==> config.mk <==
export PLATFORM = sky130hd
export DESIGN_NAME = result_writer
export DESIGN_NICKNAME = d
export VERILOG_FILES = /design/src/rtl/result_writer.sv
export SDC_FILE = /design/constraint.sdc
export NUM_CORES = 1
export LEC_CHECK = 0
export CELL_PAD_IN_SITES_DETAIL_PLACEMENT = 0
export CELL_PAD_IN_SITES_GLOBAL_PLACEMENT = 1
export CORE_AREA = 5 5 89 91
export DETAILED_ROUTE_END_ITERATION = 12
export DIE_AREA = 0 0 94 96
export PLACE_DENSITY = 0.85
export SYNTH_ARGS = -nofsm -noshare
export SYNTH_HDL_FRONTEND = slang
export SYNTH_SLANG_ARGS = --single-unit
==> constraint.sdc <==
create_clock -name clk -period 2.3 [get_ports clk]
set_input_delay 0.46 -clock clk [delete_from_list [all_inputs] [get_ports clk]]
set_output_delay 0.46 -clock clk [all_outputs]
set_load 0.01 [all_outputs]
==> src/rtl/result_writer.sv <==
// Writes the four systolic-array results to the shared scratch memory as sequential byte writes,
// starting at a programmable base address. The results are captured when the transaction starts.
module result_writer #(
    parameter int unsigned ADDR_W      = 6,
    parameter int unsigned DATA_W      = 8,
    parameter int unsigned NUM_RESULTS = 4
) (
    input  logic              clk,
    input  logic              rst,
    input  logic              en,
    input  logic [ADDR_W-1:0] result_baseaddr,
    input  logic [DATA_W-1:0] c11,
    input  logic [DATA_W-1:0] c12,
    input  logic [DATA_W-1:0] c21,
    input  logic [DATA_W-1:0] c22,
    input  logic              mem_gnt,
    output logic [ADDR_W-1:0] addr,
    output logic              we,
    output logic [DATA_W-1:0] data,
    output logic              busy_o,
    output logic              is_done_o
);

    localparam int unsigned     IDX_W    = $clog2(NUM_RESULTS);
    localparam logic [IDX_W-1:0] LAST_IDX = IDX_W'(NUM_RESULTS - 1);

    typedef enum logic [1:0] {StIdle, StWrite, StDone} state_e;

    state_e            state_q, state_d;
    logic [IDX_W-1:0]  idx_q, idx_d, idx_inc;
    logic [ADDR_W-1:0] base_q, base_d;
    logic [ADDR_W-1:0] addr_q, addr_d;
    logic [DATA_W-1:0] data_q, data_d;
    logic              we_q, we_d;
    logic              busy_q, busy_d;
    logic              done_q, done_d;
    logic [DATA_W-1:0] snap_q [NUM_RESULTS];
    logic [DATA_W-1:0] snap_d [NUM_RESULTS];

    always_ff @(posedge clk or negedge rst) begin
        if (!rst) begin
            state_q <= StIdle;
            idx_q   <= '0;
            base_q  <= '0;
            addr_q  <= '0;
            data_q  <= '0;
            we_q    <= 1'b0;
            busy_q  <= 1'b0;
            done_q  <= 1'b0;
            for (int i = 0; i < NUM_RESULTS; i++) begin
                snap_q[i] <= '0;
            end
        end else begin
            state_q <= state_d;
            idx_q   <= idx_d;
            base_q  <= base_d;
            addr_q  <= addr_d;
            data_q  <= data_d;
            we_q    <= we_d;
            busy_q  <= busy_d;
            done_q  <= done_d;
            snap_q  <= snap_d;
        end
    end

    always_comb begin
        state_d = state_q;
        idx_d   = idx_q;
        base_d  = base_q;
        addr_d  = addr_q;
        data_d  = data_q;
        we_d    = we_q;
        busy_d  = busy_q;
        done_d  = done_q;
        snap_d  = snap_q;
        idx_inc = idx_q + 1'b1;

        unique case (state_q)
            StIdle: begin
                if (en) begin
                    snap_d[0] = c11;
                    snap_d[1] = c12;
                    snap_d[2] = c21;
                    snap_d[3] = c22;
                    base_d    = result_baseaddr;
                    idx_d     = '0;
                    addr_d    = result_baseaddr;
                    data_d    = c11;
                    we_d      = 1'b1;
                    busy_d    = 1'b1;
                    state_d   = StWrite;
                end
            end
            StWrite: begin
                // Without a grant every output holds, so the beat stays on the bus.
                if (mem_gnt) begin
                    if (idx_q == LAST_IDX) begin
                        we_d    = 1'b0;
                        busy_d  = 1'b0;
                        done_d  = 1'b1;
                        state_d = StDone;
                    end else begin
                        idx_d  = idx_inc;
                        addr_d = base_q + ADDR_W'(idx_inc);
                        data_d = snap_q[idx_inc];
                    end
                end
            end
            StDone: begin
                // Leaving only on en low keeps a held-high en from retriggering.
                if (!en) begin
                    done_d  = 1'b0;
                    state_d = StIdle;
                end
            end
            default: state_d = StIdle;
        endcase
    end

    assign addr      = addr_q;
    assign we        = we_q;
    assign data      = data_q;
    assign busy_o    = busy_q;
    assign is_done_o = done_q;

endmodule

==> reports/results.tsv, run 1 <==
metric	value	unit
floorplan.die.width	94	µm
antenna_left	0	
synth_mux_area_share	22.43	%
count_of_warnings_emitted_by_yosys	0	
worstPathCellList	clkdlybuf4s50_1	
cap_violations	0	
max_frequency	569.4	MHz
syn_inst	207	
vdd_ir_drop_max	0.0005242	V
worst_skew_pair.late_latency	0.34	ns
critical_path.max_stage_delay	0.56	ns
r2r_cells	8	
yosys.area_share.xor_xnor	1.292	%
worstSetupPathType	flop to output pin	
cts.repair.resized	0	
finalNonFillerCells	373	
synth_nets	253	
crit_buf_inv	1	
crit_path_end_kind	output pin	
detail_route.wl_per_cell	15.13	µm
mostFrequentLayoutCell	dfrtp_1	
clock-root-buffer	clkbuf_8	
largest_family_of_logic_cells_by_synthesized_area	multiplexers	
start_kind	flop	
number_of_flip_flops_and_latches_in_the_synthesized_netlist	58	
power.density	1370	nW/µm²
ant_diodes	0	
dp_hpwl	3898	µm
layout-drive-gt1-share	25.91	%
detailroute.via_count	1784	
crit-reg2reg-capture	addr[2]	
die_h	96	µm
ioPinCount	59	
critPathSlowestCell	clkdlybuf4s50_1	
crit-reg2reg-launch	idx_q[0]	
first_global_vias	1913	
finalClockSkew	0.008088	ns
cp.arrival	1.30	ns
finalMaxSlewViolations	0	
holdCritPathClass	input pin to asynchronous set/reset pin	
drc_errors	0	
critical_path.max_fanout	4	
clock_tree.htree_level_count	3	
place.detailed.instances	357	
final-setup-viol-count	0	
timing.slew.headroom	61.45	%
tritoncts.num_buffers	9	
syn2layout_area_growth	31.29	%
setup.reg_to_reg.worst_slack	0.56	ns
synth_sequential_area_ratio	53.53	%
drt_pass_1_iters	4	
worst-slew-pin-transition	0.5783	ns
yosys_cell_types	31	
grt_max_degree	59	
gr-total-overflow	0	
cts_buffer_depth	2	
initial_utilization	38.41	%
yosys.area_share.simple	7.568	%
post_synth_instance_area	2711	µm²
rsz_0062_raised_after_global_routing	false	
final_period_minus_worst_setup_slack	1.756	ns
drtIter0Drc	63	
grt_antenna_before_repair	0	
cp.required	1.84	ns
tritoncts_clock_tree	yes	
wire_length_of_the_first_global_routing_pass	9377	µm
power	4.879	mW
cts.reportedPaths.clkPinSlew	0.07	ns
tritoncts_num_sinks	58	
placeableCoreArea	7059	µm²
placed_cell_area	3366	µm²
final_min_period_over_clock_period	76.35	%
power_leakage	1.451	nW
run_status	completed	
postRouteWirelength	5642	µm
die-area	9024	µm²
most-common-layout-cells	dfrtp_1, clkdlybuf4s50_1, mux2_2	
design.final.nets	315	
final.setup.tns	0	ns
place.gp.congestion	0.7422	
post_cts_buffers	0	
synthesis.area_per_instance	13.10	µm²
path_delay_family	buffers and inverters	
post_cts_hold_buffer_count	0	
post_synth_fa_ha_maj_area_fraction	2.123	%
finish.instance_area	3560	µm²
gr-usage-all-layers	13.92	%
routed_via_density	4.783	
rows	31	
synth_compound_gate_area_share	8.537	%
port_buffers	58	
report.final.hold_viol_count	0	
==> synth_stat cells <==
cell      count  area (µm²)
a21oi_1      19       95.09
nand2_1      20       75.07
inv_1         2       7.510
nand3_1       2       10.01
clkbuf_1      1       3.750
o21ai_1       1       5.000
a22oi_2       1       12.51
mux2_1        3       33.78
mux2_2       35       394.1
mux4_2        8       180.2
a21oi_4       1       16.27
nand4_1       2       12.51
buf_2         2       10.01
fa_1          1       20.02
nor3b_4       1       18.77
a31oi_1       3       18.77
nand3b_4      1       20.02
ha_1          3       37.54
a21o_4        1       15.01
xor2_1        2       17.52
xnor2_1       2       17.52
dfrtp_1      58        1451
a22oi_1       1       7.510
a21o_1        1       7.510
nand2b_1      2       12.51
nor2_1       13       48.80
buf_4         3       22.52
and2b_1       1       7.510
o21ai_0       9       45.04
a311oi_1      1       8.760
buf_6         7       78.83
==> kinds of logic after synthesis <==
kind of cell / Yosys count
xor gates and xnor gates: 4
muxes: 46
and+or+nand+nor: 42
adders and majority gates: 4
buffers and inverters: 15
DFF: 58
AOI/OAI and AO/OA: 38
==> how the worst max path moves through the flow <==
| stage | slack [ns] | from | to | depth (start not counted) |
|---|---|---|---|---|
| after floorplan | 0.60 | idx_q[0] | addr[4] | 8 |
| after global placement | 0.30 | en | snap_q[26] | 4 |
| after detailed placement | 0.27 | en | snap_q[13] | 4 |
| after CTS | 0.53 | busy_o | busy_o | 1 |
| after global routing | 0.39 | idx_q[0] | addr[2] | 8 |
| final | 0.54 | busy_o | busy_o | 1 |
==> metrics by stage <==
stage | util [%] | hold slack, ns | setup WS, ns
2_1_floorplan | - | 0.1644 | 0.6028
3_3_place_gp | 47.68 | 0.4612 | 0.2992
3_5_place_dp | 47.68 | 0.4677 | 0.2688
4_1_cts | 50.43 | 0.1140 | 0.5305
5_1_grt | 50.43 | 0.1179 | 0.3861
6_report | 50.43 | 0.1090 | 0.5438
==> flip-flops by register name, summed over array words and instances (netlist names) <==
signal / cells
snap_q: 32
data: 8
addr: 6
base_q: 6
idx_q: 2
state_q: 2
busy_o: 1
is_done_o: 1
==> power by group <==
part / total (mW) / internal, mW / switching (mW)
combinational: 2.12 / 1.22 / 0.895
clock: 0.917 / 0.495 / 0.422
sequential: 1.84 / 1.53 / 0.313
total: 4.88 / 3.25 / 1.63
==> cell type report <==
cell class	instances	area [µm²]
clock buffer	9	123.9
clock inverter	7	70.07
fill	652	3500
inverter	2	7.507
multi-input combinational	134	1137
sequential	58	1451
tap	99	123.9
timing repair buffer	64	645.6
==> layer usage <==
metal  global-route usage, %  part of all wire (%)  vias to the layer above
li1                        -                     -                      860
met1                   16.27                    42                      868
met2                   23.24                    50                       45
met3                   4.848                   5.4                       11
met4                   6.137                   2.0                        0
met5                       0                     0                        -
Power figures use the tool's default switching activity.
==> run 2, diff against run 1 <==
--- a/config.mk
+++ b/config.mk
@@ -7,10 +7,10 @@
 export LEC_CHECK = 0
 export CELL_PAD_IN_SITES_DETAIL_PLACEMENT = 0
 export CELL_PAD_IN_SITES_GLOBAL_PLACEMENT = 1
-export CORE_AREA = 5 5 89 91
+export CORE_AREA = 5 5 93 95
 export DETAILED_ROUTE_END_ITERATION = 12
-export DIE_AREA = 0 0 94 96
-export PLACE_DENSITY = 0.85
+export DIE_AREA = 0 0 98 100
+export PLACE_DENSITY = 0.82
 export SYNTH_ARGS = -nofsm -noshare
 export SYNTH_HDL_FRONTEND = slang
 export SYNTH_SLANG_ARGS = --single-unit
==> constraint.sdc (replaced) <==
create_clock -name clk -period 1.4 [get_ports clk]
set_input_delay 0.28 -clock clk [delete_from_list [all_inputs] [get_ports clk]]
set_output_delay 0.28 -clock clk [all_outputs]
set_load 0.01 [all_outputs]
==> run 2 against run 1 <==
Routed wire length increased by 18%; die area increased by 8.6%; the flow now finishes with violations (negative setup slack); cell area increased by 18%; highest routed layer unchanged; critical endpoint is now addr[5]; critical path depth increased by 5; critical path type is now flop to flop; largest power group unchanged.
==> reports/results.tsv, run 2 (synthesis results as in run 1) <==
metric	value	unit	change
worstSetupPathType	flop to flop		
final.setup.tns	-4.019	ns	-4.019 ns
finalMaxSlewViolations	0		unchanged
finalNonFillerCells	409		+9.7%
rsz_0062_raised_after_global_routing	true		
worst-slew-pin-transition	0.3105	ns	-0.2678 ns
multi_input_area	1368	µm²	+20%
largest_register_ff_count	32		unchanged
cts.reportedPaths.clkPinSlew	0.07	ns	about the same
critical_path.max_stage_delay	0.44	ns	-0.12 ns
dp_hpwl	4445	µm	+14%
worstPathCellList	ha_4, ha_4, a21o_1, nand4_1, xor2_1, o21ai_1		
timing.slew.headroom	79.30	%	+18 points
routed_via_density	4.780		about the same
power.density	2255	nW/µm²	+65%
holdCritPathClass	input pin to asynchronous set/reset pin		
rows	32		+3.2%
drt_pass_1_iters	4		unchanged
first_global_vias	2159		+13%
gr-total-overflow	0		unchanged
detail_route.wl_per_cell	16.23	µm	+7.3%
finalClockSkew	0.005092	ns	-0.002996 ns
place.detailed.instances	380		+6.4%
design.final.nets	349		+11%
tritoncts_num_sinks	58		unchanged
drc_errors	0		unchanged
clockPowerShare	15.7	%	-3.1 points
final-setup-viol-count	45		+45
cap_violations	0		unchanged
wire_length_of_the_first_global_routing_pass	10960	µm	+17%
worst_skew_pair.late_latency	0.34	ns	about the same
crit_path_end_kind	flop		
placeableCoreArea	7647	µm²	+8.3%
post-route-worst-setup-slack	-0.1813	ns	-0.7252 ns
die-area	9800	µm²	+8.6%
vdd_ir_drop_max	0.0007555	V	+44%
grt_max_degree	59		unchanged
finish.instance_area	4192	µm²	+18%
drtIter0Drc	83		+32%
critPathSlowestCell	dfrtp_2		
reported_net_switching_power	3.055	mW	+87%
initial_utilization	35.45	%	-3.0 points
final_util	54.81	%	+4.4 points
registers.top_by_ff_count	snap_q		
ioPinCount	59		unchanged
clock-root-buffer	clkbuf_8		
fill_cells	624		-4.3%
report.final.hold_viol_count	0		unchanged
postRouteWirelength	6640	µm	+18%
run_status	finished, violations left		
cp_common_cell	ha_4		
p_sw_share	32.32	%	-1.1 points
critical_path.max_fanout	3		-1
tritoncts_clock_tree	yes		
wirelength_met1	2935	µm	+23%
met3_length	337	µm	+12%
cp.arrival	1.81	ns	+0.51 ns
clock_tree.htree_level_count	3		unchanged
most-common-layout-cells	dfrtp_1, clkdlybuf4s50_1, mux2_4		
final_period_minus_worst_setup_slack	1.581	ns	
gr-usage-all-layers	14.61	%	+0.69 points
mostFrequentLayoutCell	dfrtp_1		
cts_buffer_depth	2		unchanged
met2WireLength	3278	µm	+16%
antenna_left	0		unchanged
cp.required	1.62	ns	-0.22 ns
max_frequency	632.4	MHz	
layout-drive-gt1-share	38.76	%	+13 points
violations	negative setup slack		
power.share.combinational	51.5	%	+8.1 points
p_int	6.396	mW	+97%
power.sequential.fraction	32.8	%	-5.0 points
placed_cell_area	3721	µm²	+11%
grt_antenna_before_repair	0		unchanged
final_min_period_over_clock_period	113.0	%	
syn2layout_area_growth	54.59	%	
place.gp.congestion	0.7766		+4.6%
power_leakage	1.842	nW	+27%
port_buffers	58		unchanged
floorplan.die.width	98	µm	+4.3%
die_h	100	µm	+4.2%
tritoncts.num_buffers	9		unchanged
maxUsedRoutingLayer	met4		
detailroute.via_count	1955		+9.6%
sequential_cell_area	1454	µm²	+0.17%
ant_diodes	0		unchanged
start_kind	flop		
run 2: power groups by stage:
stage | Clock (mW) | Sequential [mW] | Combinational [mW]
floorplan | 0 | 3.02 | 2.88
global placement | 0 | 3.06 | 4.16
detailed placement | 0 | 3.10 | 4.27
CTS | 1.54 | 3.09 | 4.82
global route | 1.61 | 3.22 | 5.27
finish | 1.48 | 3.10 | 4.87
run 2: timing repair:
action	in CTS	in global routing
cloned	3	0
resized for setup	42	11
buffers inserted	10	2
endpoints found under the hold margin	58	0
endpoints found under the setup margin	69	54
pin swaps	9	5
hold buffers	1	0
run 2: through the flow:
step / power [mW] / hold slack, ns / setup WS [ns]
floorplan: 5.905 / -0.01559 / -0.2000
global placement: 7.229 / 0.3046 / -0.3669
detailed placement: 7.366 / 0.3073 / -0.3883
CTS: 9.444 / 0.4710 / -0.1570
global route: 10.10 / 0.4942 / -0.2531
finish: 9.451 / 0.4738 / -0.1813
run 2: layer usage:
metal / up-vias / GRT usage, %
li1: 937 / -
met1: 969 / 18.16
met2: 41 / 23.66
met3: 8 / 4.587
met4: 0 / 6.070
met5: - / 0
run 2: worst paths after layout:
path	start	endpoint	slack, ns	cells past startpoint
setup / recovery	idx_q[0]	addr[5]	-0.18	6
hold / removal	rst	snap_q[31]	0.47	3
setup reg to reg	idx_q[0]	addr[5]	-0.18	6
hold reg to reg	addr[2]	addr[2]	0.48	2
max in group asynchronous	rst	snap_q[20]	0.66	3
min in group clk	addr[2]	addr[2]	0.48	2
run 2: worst max-delay path: cells and delay by family, from the launching register on:
kind / cells / cell delay (ns)
adder cells (fa/ha/maj): 2 / 0.51
XOR/XNOR: 1 / 0.16
AND/OR/NAND/NOR: 1 / 0.11
AO/OA/AOI/OAI: 2 / 0.25
flip-flops: 1 / 0.44
run 2: cell type report:
| class | instances | share of cell area, % |
|---|---|---|
| tap | 102 | 3.045 |
| inverter | 2 | 0.2388 |
| timing repair buffer | 97 | 24.98 |
| sequential | 58 | 34.69 |
| multi-input combinational | 135 | 32.63 |
| clock buffer | 12 | 3.463 |
| clock inverter | 3 | 0.9552 |
==> run 3, diff against run 2 <==
--- a/config.mk
+++ b/config.mk
@@ -7,10 +7,10 @@
 export LEC_CHECK = 0
 export CELL_PAD_IN_SITES_DETAIL_PLACEMENT = 0
 export CELL_PAD_IN_SITES_GLOBAL_PLACEMENT = 1
-export CORE_AREA = 5 5 93 95
+export CORE_AREA = 5 5 89 91
 export DETAILED_ROUTE_END_ITERATION = 12
-export DIE_AREA = 0 0 98 100
-export PLACE_DENSITY = 0.82
+export DIE_AREA = 0 0 94 96
+export PLACE_DENSITY = 0.85
 export SYNTH_ARGS = -nofsm -noshare
 export SYNTH_HDL_FRONTEND = slang
 export SYNTH_SLANG_ARGS = --single-unit
==> constraint.sdc (replaced) <==
create_clock -name clk -period 1.5 [get_ports clk]
set_input_delay 0.3 -clock clk [delete_from_list [all_inputs] [get_ports clk]]
set_output_delay 0.3 -clock clk [all_outputs]
set_load 0.01 [all_outputs]
==> run 3 against run 2 <==
The run still ends with negative setup slack left; hold slack improved by 0.013 ns; register-to-register slack better by 0.10 ns; largest cell class unchanged; first-iteration DRC count increased by 2.4%; combinational power down 26%; sequential cell count unchanged; final cell count fell by 4.4%; cell area down 8.4%; highest routed layer unchanged; global-route usage decreased by 0.43 points; non-clock buffer count shrank 15.
==> reports/results.tsv, run 3 (synthesis results as in run 1) <==
metric	value	unit	change
tritoncts_clock_tree	yes		
ant_diodes	0		unchanged
routed_via_density	4.867		+1.8%
wire_length_of_the_first_global_routing_pass	9632	µm	-12%
power.density	2143	nW/µm²	-5.0%
critical_path.max_fanout	3		unchanged
worst-slew-pin-transition	0.3208	ns	+0.01033 ns
cp.arrival	1.83	ns	+0.02 ns
sequential_cell_area	1453	µm²	about the same
final_period_minus_worst_setup_slack	1.578	ns	-0.003583 ns
report.final.hold_viol_count	0		unchanged
drt_pass_1_iters	4		unchanged
syn2layout_area_growth	41.58	%	
final-setup-viol-count	5		-89%
worstSetupPathType	flop to flop		
holdCritPathClass	flop to flop		
post-route-worst-setup-slack	-0.07774	ns	+0.1036 ns
run_status	finished, violations left		
final.setup.tns	-0.1895	ns	+3.829 ns
port_buffers	58		unchanged
start_kind	flop		
drtIter0Drc	85		+2.4%
placeableCoreArea	7059	µm²	-7.7%
critical_path.max_stage_delay	0.41	ns	-0.03 ns
first_global_vias	2010		-6.9%
met3_length	256	µm	-24%
place.gp.congestion	0.7336		-5.5%
cp_common_cell	ha_4		
power_leakage	1.622	nW	-12%
rsz_0062_raised_after_global_routing	true		
finalMaxSlewViolations	0		unchanged
die_h	96	µm	-4.0%
critPathSlowestCell	dfrtp_1		
finalNonFillerCells	391		-4.4%
path_delay_family	adder cells		
tritoncts.num_buffers	9		unchanged
finalClockSkew	0.004326	ns	-0.0007663 ns
worst_hold_check_slack	0.4865	ns	+0.01267 ns
violations	negative setup slack		
die-area	9024	µm²	-7.9%
crit_path_end_kind	flop		
place.detailed.instances	369		-2.9%
largest_register_ff_count	32		unchanged
final_util	54.38	%	-0.43 points
layout-drive-gt1-share	33.22	%	-5.5 points
worst-path-stages	6		unchanged
met2WireLength	2929	µm	-11%
antenna_left	0		unchanged
floorplan.die.width	94	µm	-4.1%
cp.required	1.76	ns	+0.14 ns
initial_utilization	38.41	%	+3.0 points
cap_violations	0		unchanged
multi_input_area	1190	µm²	-13%
wirelength_met1	2662	µm	-9.3%
mostFrequentLayoutCell	dfrtp_1		
max_frequency	633.8	MHz	+0.23%
grt_max_degree	59		unchanged
final_min_period_over_clock_period	105.2	%	-7.8 points
timing.slew.headroom	78.61	%	-0.69 points
grt_antenna_before_repair	0		unchanged
power	8.227	mW	-13%
min_path_cells	2		
detailroute.via_count	1903		-2.7%
registers.top_by_ff_count	snap_q		
gr-total-overflow	0		unchanged
dp_hpwl	4050	µm	-8.9%
clock_tree.htree_level_count	3		unchanged
maxUsedRoutingLayer	met4		
r2r_cells	6		unchanged
design.final.nets	333		-4.6%
worst_skew_pair.late_latency	0.33	ns	about the same
detail_route.wl_per_cell	15.25	µm	-6.1%
worstPathCellList	ha_4, ha_4, a21o_1, nand4_1, xor2_1, o21ai_1		
fill_cells	654		+4.8%
clock-root-buffer	clkbuf_8		
rows	31		-3.1%
crit_buf_inv	0		unchanged
gr-usage-all-layers	14.18	%	-0.43 points
vdd_ir_drop_max	0.0009022	V	+19%
cts_buffer_depth	2		unchanged
most-common-layout-cells	dfrtp_1, clkdlybuf4s50_1, mux2_2		
tritoncts_num_sinks	58		unchanged
postRouteWirelength	5962	µm	-10%
ioPinCount	59		unchanged
drc_errors	0		unchanged
cts.reportedPaths.clkPinSlew	0.07	ns	about the same
-- run 3: cell count changes in the layout (fill, tap and decap cells not counted), moves of 2 or more --
cell	change
nand3_2	-2
clkbuf_1	-2
mux2_1	+3
mux2_2	+35
buf_12	-8
buf_4	-2
nand3_1	+2
mux2_4	-38
buf_6	-4
bufinv_16	+2
-- run 3: cell type report --
| class | instances | share of cell area (%) |
|---|---|---|
| Clock inverter | 5 | 2.608 |
| Tap cell | 99 | 3.227 |
| Clock buffer | 11 | 3.944 |
| Multi-Input combinational cell | 134 | 31.00 |
| Inverter | 2 | 0.2608 |
| Sequential cell | 58 | 37.84 |
| Timing Repair Buffer | 82 | 21.12 |
-- run 3: per-layer routing --
metal / track usage (%) / vias to the layer above
met2: 23.24 / 51
li1: - / 899
met4: 6.859 / 0
met1: 17.60 / 944
met5: 0 / -
met3: 3.518 / 9
-- run 3: worst paths after layout --
check                      startpoint          to  slack [ns]
max reg2reg                  idx_q[1]     addr[5]       -0.08
min reg2reg                   addr[4]     addr[4]        0.49
max                          idx_q[1]     addr[5]       -0.08
max in group asynchronous         rst  state_q[0]        0.70
min                           addr[4]     addr[4]        0.49
min in group asynchronous         rst  state_q[1]        0.50
-- run 3: per-stage QoR --
stage	setup slack [ns]	cell area (µm²)
after floorplan	-0.09138	2731
after CTS	-0.09026	3752
final	-0.07774	3839
after global placement	-0.2899	3483
after global routing	-0.1629	3839
after detailed placement	-0.2985	3483
-- run 3: worst min-delay path, stage by stage, from the launching register on --
cell	delay, ns
dfrtp_1	0.34
nand2_1	0.05
o21ai_1	0.06
-- run 3: power breakdown --
| part | internal (mW) | switching [mW] | total, mW |
|---|---|---|---|
| Combinational | 2.08 | 1.52 | 3.61 |
| Clock | 1.19 | 0.615 | 1.80 |
| Sequential | 2.35 | 0.470 | 2.82 |
-- run 3: timing repair --
item,CTS,global route
pin swaps,3,7
gates resized for setup,22,9
hold buffers,1,0
setup buffers,0,4
gates cloned,0,1
endpoints found under the setup margin,28,40
endpoints found under the hold margin,58,0
==> variant 1 (config.mk and constraints of run 3) <==
Set the parameter `ADDR_W` to 8 (it was 6).
--- a/src/rtl/result_writer.sv
+++ b/src/rtl/result_writer.sv
@@ -3,3 +3,3 @@
 module result_writer #(
-    parameter int unsigned ADDR_W      = 6,
+    parameter int unsigned ADDR_W      = 8,
     parameter int unsigned DATA_W      = 8,
Interface: changed (resized addr and result_baseaddr); port bits go from 59 to 63. No check against the original RTL was run, so the function may have changed too.
==> variant 1 against run 3 <==
Sequential cell count increased by 4; total power increased by 7.5%; via count increased by 3.3%; routed wire length increased by 0.22%; global-route usage increased by 0.31 points; the run still ends with negative setup slack left; worst setup slack got worse by 0.27 ns; clock skew increased by 0.0031 ns; sequential share of layout area increased by 0.56 points; count of clock-buffer cells in the layout unchanged; synthesized cell count increased by 5.3%; utilization increased by 2.9 points; final area increased by 5.3%; area after synthesis increased by 4.6%.
==> variant 1: results (changes against run 3) <==
Layout
  – Layout cell share with drive strength beyond 1: 0.339 (was 0.332)

Pwr
  – Leak: 1.70 nW (was 1.62 nW)
  – PwrDens: 2190 mW/mm² (was 2140 mW/mm²)
  – Clock network power: 0.00151 W (was 0.00180 W)
  – Int Pwr: 0.00587 W (was 0.00562 W)
  – Worst vdd ir: 0.945 mV (was 0.902 mV)

Synthesis
  – Top post-synthesis cells by count: dfrtp_1, mux2_2, nand2_1 (unchanged)
  – Sequential share of the synthesized area: 0.547 (was 0.535)
  – Synth area leaders: dfrtp_1, mux2_2, mux4_2 (unchanged)
  – Post-Synth XOR/XNOR Area: 0.0154 (was 0.0129)
  – Cells after synthesis: 218 (was 207)

Placed design
  – Dpl cell area: 0.00373 mm² (was 0.00348 mm²)
  – Port bufs: 62 (was 58)
  – Cells after DPL: 386 (was 369)
  – HPWL Detailed: 4230 µm (was 4050 µm)
  – Routability cong.: 0.743 (was 0.734)

Worst setup path
  – Setup crit start: idx_q[0] (was idx_q[1])
  – Worst Path Arrival: 2.07 ns (was 1.83 ns)
  – Internal reg-to-reg setup slack: -0.35 ns (was -0.08 ns)
  – Worst Reg-to-Reg Cells: 7 (was 6)

Global routing
  – Largest net degree at the start of global routing: 53 (was 59)
  – GR Util met2: 0.224 (was 0.232)
  – Met1 Use GR: 0.192 (was 0.176)
  – Vias in the first global route: 2048 (was 2010)
  – Gr usage total: 0.145 (was 0.142)

Route
  – Routed vias/inst: 4.84 (was 4.87)
  – Mean routed wirelength per cell: 14.7 µm (was 15.2 µm)
  – DR iter-0 viols: 30 (was 85)

Timing
  – Worst hold margin: 0.376 ns (was 0.487 ns)
  – Final-report setup violation count: 15 (was 5)
  – Worst rel slew slack: 0.795 (was 0.786)
  – Clock skew: 0.00743 ns (was 0.00433 ns)
  – Final WS setup: -0.349 ns (was -0.0777 ns)

Clock tree
  – Post-CTS Setup Repair Bufs: 3 (was 0)

Min path
  – Hold crit path type: in -> async (was reg -> reg)

Status
  – Violated checks: negative setup slack (unchanged)
  – Outcome: complete, but fails checks (unchanged)
-- variant 1: cell count changes after synthesis, sizes merged, moves of 4 or more --
cell,before,now
dfrtp,58,62
inv,2,6
a21oi,20,5
o21ai,10,23
nor2,13,5
mux2i,0,10
-- variant 1: area by class of cell --
cell class | instances | area, µm²
fillers | 628 | 3020
repair buffers | 87 | 857
inverters | 6 | 22.5
clock buffers | 11 | 151
well taps | 99 | 124
multi-input cells | 136 | 1280
clock inverters | 5 | 57.6
flip-flops and latches | 62 | 1550
-- variant 1: critical path: stages, from the launching register on --
cell and delay (ns):
dfrtp_2 0.44, ha_4 0.29, inv_2 0.04, fa_2 0.33
nand3b_1 0.20, xnor2_1 0.15, mux2i_1 0.20, o21ai_1 0.08
-- variant 1: layer usage --
layer	up-vias	wire length (µm)
met1	967	2680
met5	-	0
li1	946	-
met4	0	78
met2	45	2960
met3	8	255
==> variant 2 (flow settings as in run 3) <==
Made on the original files. The 3 states of `state_e` get a one-hot encoding in 3 bits.
--- a/src/rtl/result_writer.sv
+++ b/src/rtl/result_writer.sv
@@ -26,3 +26,3 @@
 
-    typedef enum logic [1:0] {StIdle, StWrite, StDone} state_e;
+    typedef enum logic [2:0] {StIdle = 3'b001, StWrite = 3'b010, StDone = 3'b100} state_e;
 
Behaviour: same outputs for any inputs over 10 cycles, from zero or initial values and one cycle with rst low; not proved beyond that.
==> variant 2 against run 3 <==
The run still ends with negative setup slack left; area after synthesis is 3.0% higher; worst setup slack worse by 0.057 ns; synthesized cell count grew 4.3%; final area grew 6.6%; routed wire length is 9.6% higher; total power is 2.2% lower; hold slack lost 0.039 ns; sequential cell count rose by 1; critical endpoint is now addr[2]; largest cell class unchanged; largest power group unchanged; highest routed layer unchanged.
==> variant 2: results (changes against run 3) <==
Layout
  – Most flops, register: snap_q (unchanged)
  – Ant. Diodes: 0 (unchanged)
  – Area delta synth->final: 46.6% (was 41.6%)
  – Fin nets: 349 (was 333)
  – Fill cells: 605 (was 654)
  – Layout cell share with drive strength beyond 1: 0.378 (was 0.332)
  – Non-filler cells, final: 406 (was 391)

Placed design
  – Cells after DPL: 380 (was 369)
  – Port bufs: 58 (unchanged)
  – Dpl cell area: 0.00360 mm² (was 0.00348 mm²)
  – DP Worst Slack: -0.297 ns (was -0.299 ns)
  – HPWL Detailed: 4440 µm (was 4050 µm)
  – Routability cong.: 0.785 (was 0.734)

Timing
  – Clock skew: 0.00777 ns (was 0.00433 ns)
  – Worst hold margin: 0.447 ns (was 0.487 ns)
  – Worst rel slew slack: 0.680 (was 0.786)
  – Setup TNS: -1.65 ns (was -0.189 ns)
  – Final-report setup violation count: 37 (was 5)
  – Final WS setup: -0.134 ns (was -0.0777 ns)

Status
  – Outcome: complete, but fails checks (unchanged)
  – Violated checks: negative setup slack (unchanged)

Min path
  – Hold crit path type: in -> async (was reg -> reg)

Pwr
  – Logic pwr share: 0.466 (was 0.438)
  – Worst vdd ir: 0.675 mV (was 0.902 mV)
  – Leak: 1.71 nW (was 1.62 nW)
  – Int Pwr: 0.00549 W (was 0.00562 W)
  – Clock share of power: 0.178 (was 0.219)
  – Switch share: 0.317 (about the same)

Synthesis
  – Mux share of post-synthesis cell area: 0.221 (was 0.224)
  – Syn_nets: 262 (was 253)
  – Post-synthesis adder-cell area fraction: 0.0206 (was 0.0212)
  – Synth area leaders: dfrtp_1, mux2_2, mux4_2 (unchanged)
  – Sequential share of the synthesized area: 0.529 (was 0.535)
  – Post-synthesis compound-gate area fraction: 0.0820 (was 0.0854)
  – Post-Synth XOR/XNOR Area: 0.0125 (was 0.0129)
  – Synth cell types: 34 (was 31)
  – Cells after synthesis: 216 (was 207)
  – Warnings, synthesis: 0 (unchanged)
  – Top post-synthesis cells by count: dfrtp_1, mux2_2, nand2_1 (unchanged)
  – Ys async rst share: 1.00 (unchanged)

Clock tree
  – CTS clk-pin slew, worst paths: 0.07 ns (about the same)
  – CTS max path bufs: 2 (unchanged)
  – Number of H-tree levels: 3 (unchanged)
  – Clk root buf: clkbuf_8 (unchanged)
  – Post-CTS Setup Repair Bufs: 1 (was 0)
  – # resized after CTS: 23 (was 22)

Route
  – Mean routed wirelength per cell: 16.1 µm (was 15.2 µm)
  – DR iter-0 viols: 50 (was 85)
  – Vias: 1977 (was 1903)

Worst setup path
  – CP top delay family: adder cells (unchanged)
  – Crit path largest cell delay: 0.44 ns (was 0.41 ns)
  – Worst Path Arrival: 1.86 ns (was 1.83 ns)
  – Crit-path max FO: 3 (unchanged)

Global routing
  – Gr usage total: 0.147 (was 0.142)
  – Largest net degree at the start of global routing: 31 (was 59)
  – First-pass GRT wire length: 10000 µm (was 9630 µm)
  – Vias in the first global route: 2119 (was 2010)
==> variant 2: per-layer routing <==
metal | share of wire | global-route usage | wire length, µm | vias to the layer above
met5 | 0 | 0 | 0 | -
met1 | 0.45 | 0.178 | 2930 | 990
met4 | 0.015 | 0.0469 | 97 | 0
met2 | 0.49 | 0.245 | 3210 | 39
met3 | 0.046 | 0.0539 | 301 | 9
li1 | - | - | - | 939
==> variant 2: path summary, 6_finish.rpt <==
check / from / end / depth (start not counted)
min in group clk: addr[4] / addr[4] / 2
max in group asynchronous: rst / snap_q[0] / 3
min reg2reg: addr[4] / addr[4] / 2
min: rst / is_done_o / 2
max: idx_q[0] / addr[2] / 8
max reg2reg: idx_q[0] / addr[2] / 8
==> variant 2: final cells by class <==
type,instances,share of cell area
clock buffer,13,0.0388
clock inverter,2,0.00856
inverter,4,0.00428
multi-input combinational,140,0.337
sequential,59,0.361
tap,99,0.0303
timing repair buffer,89,0.220
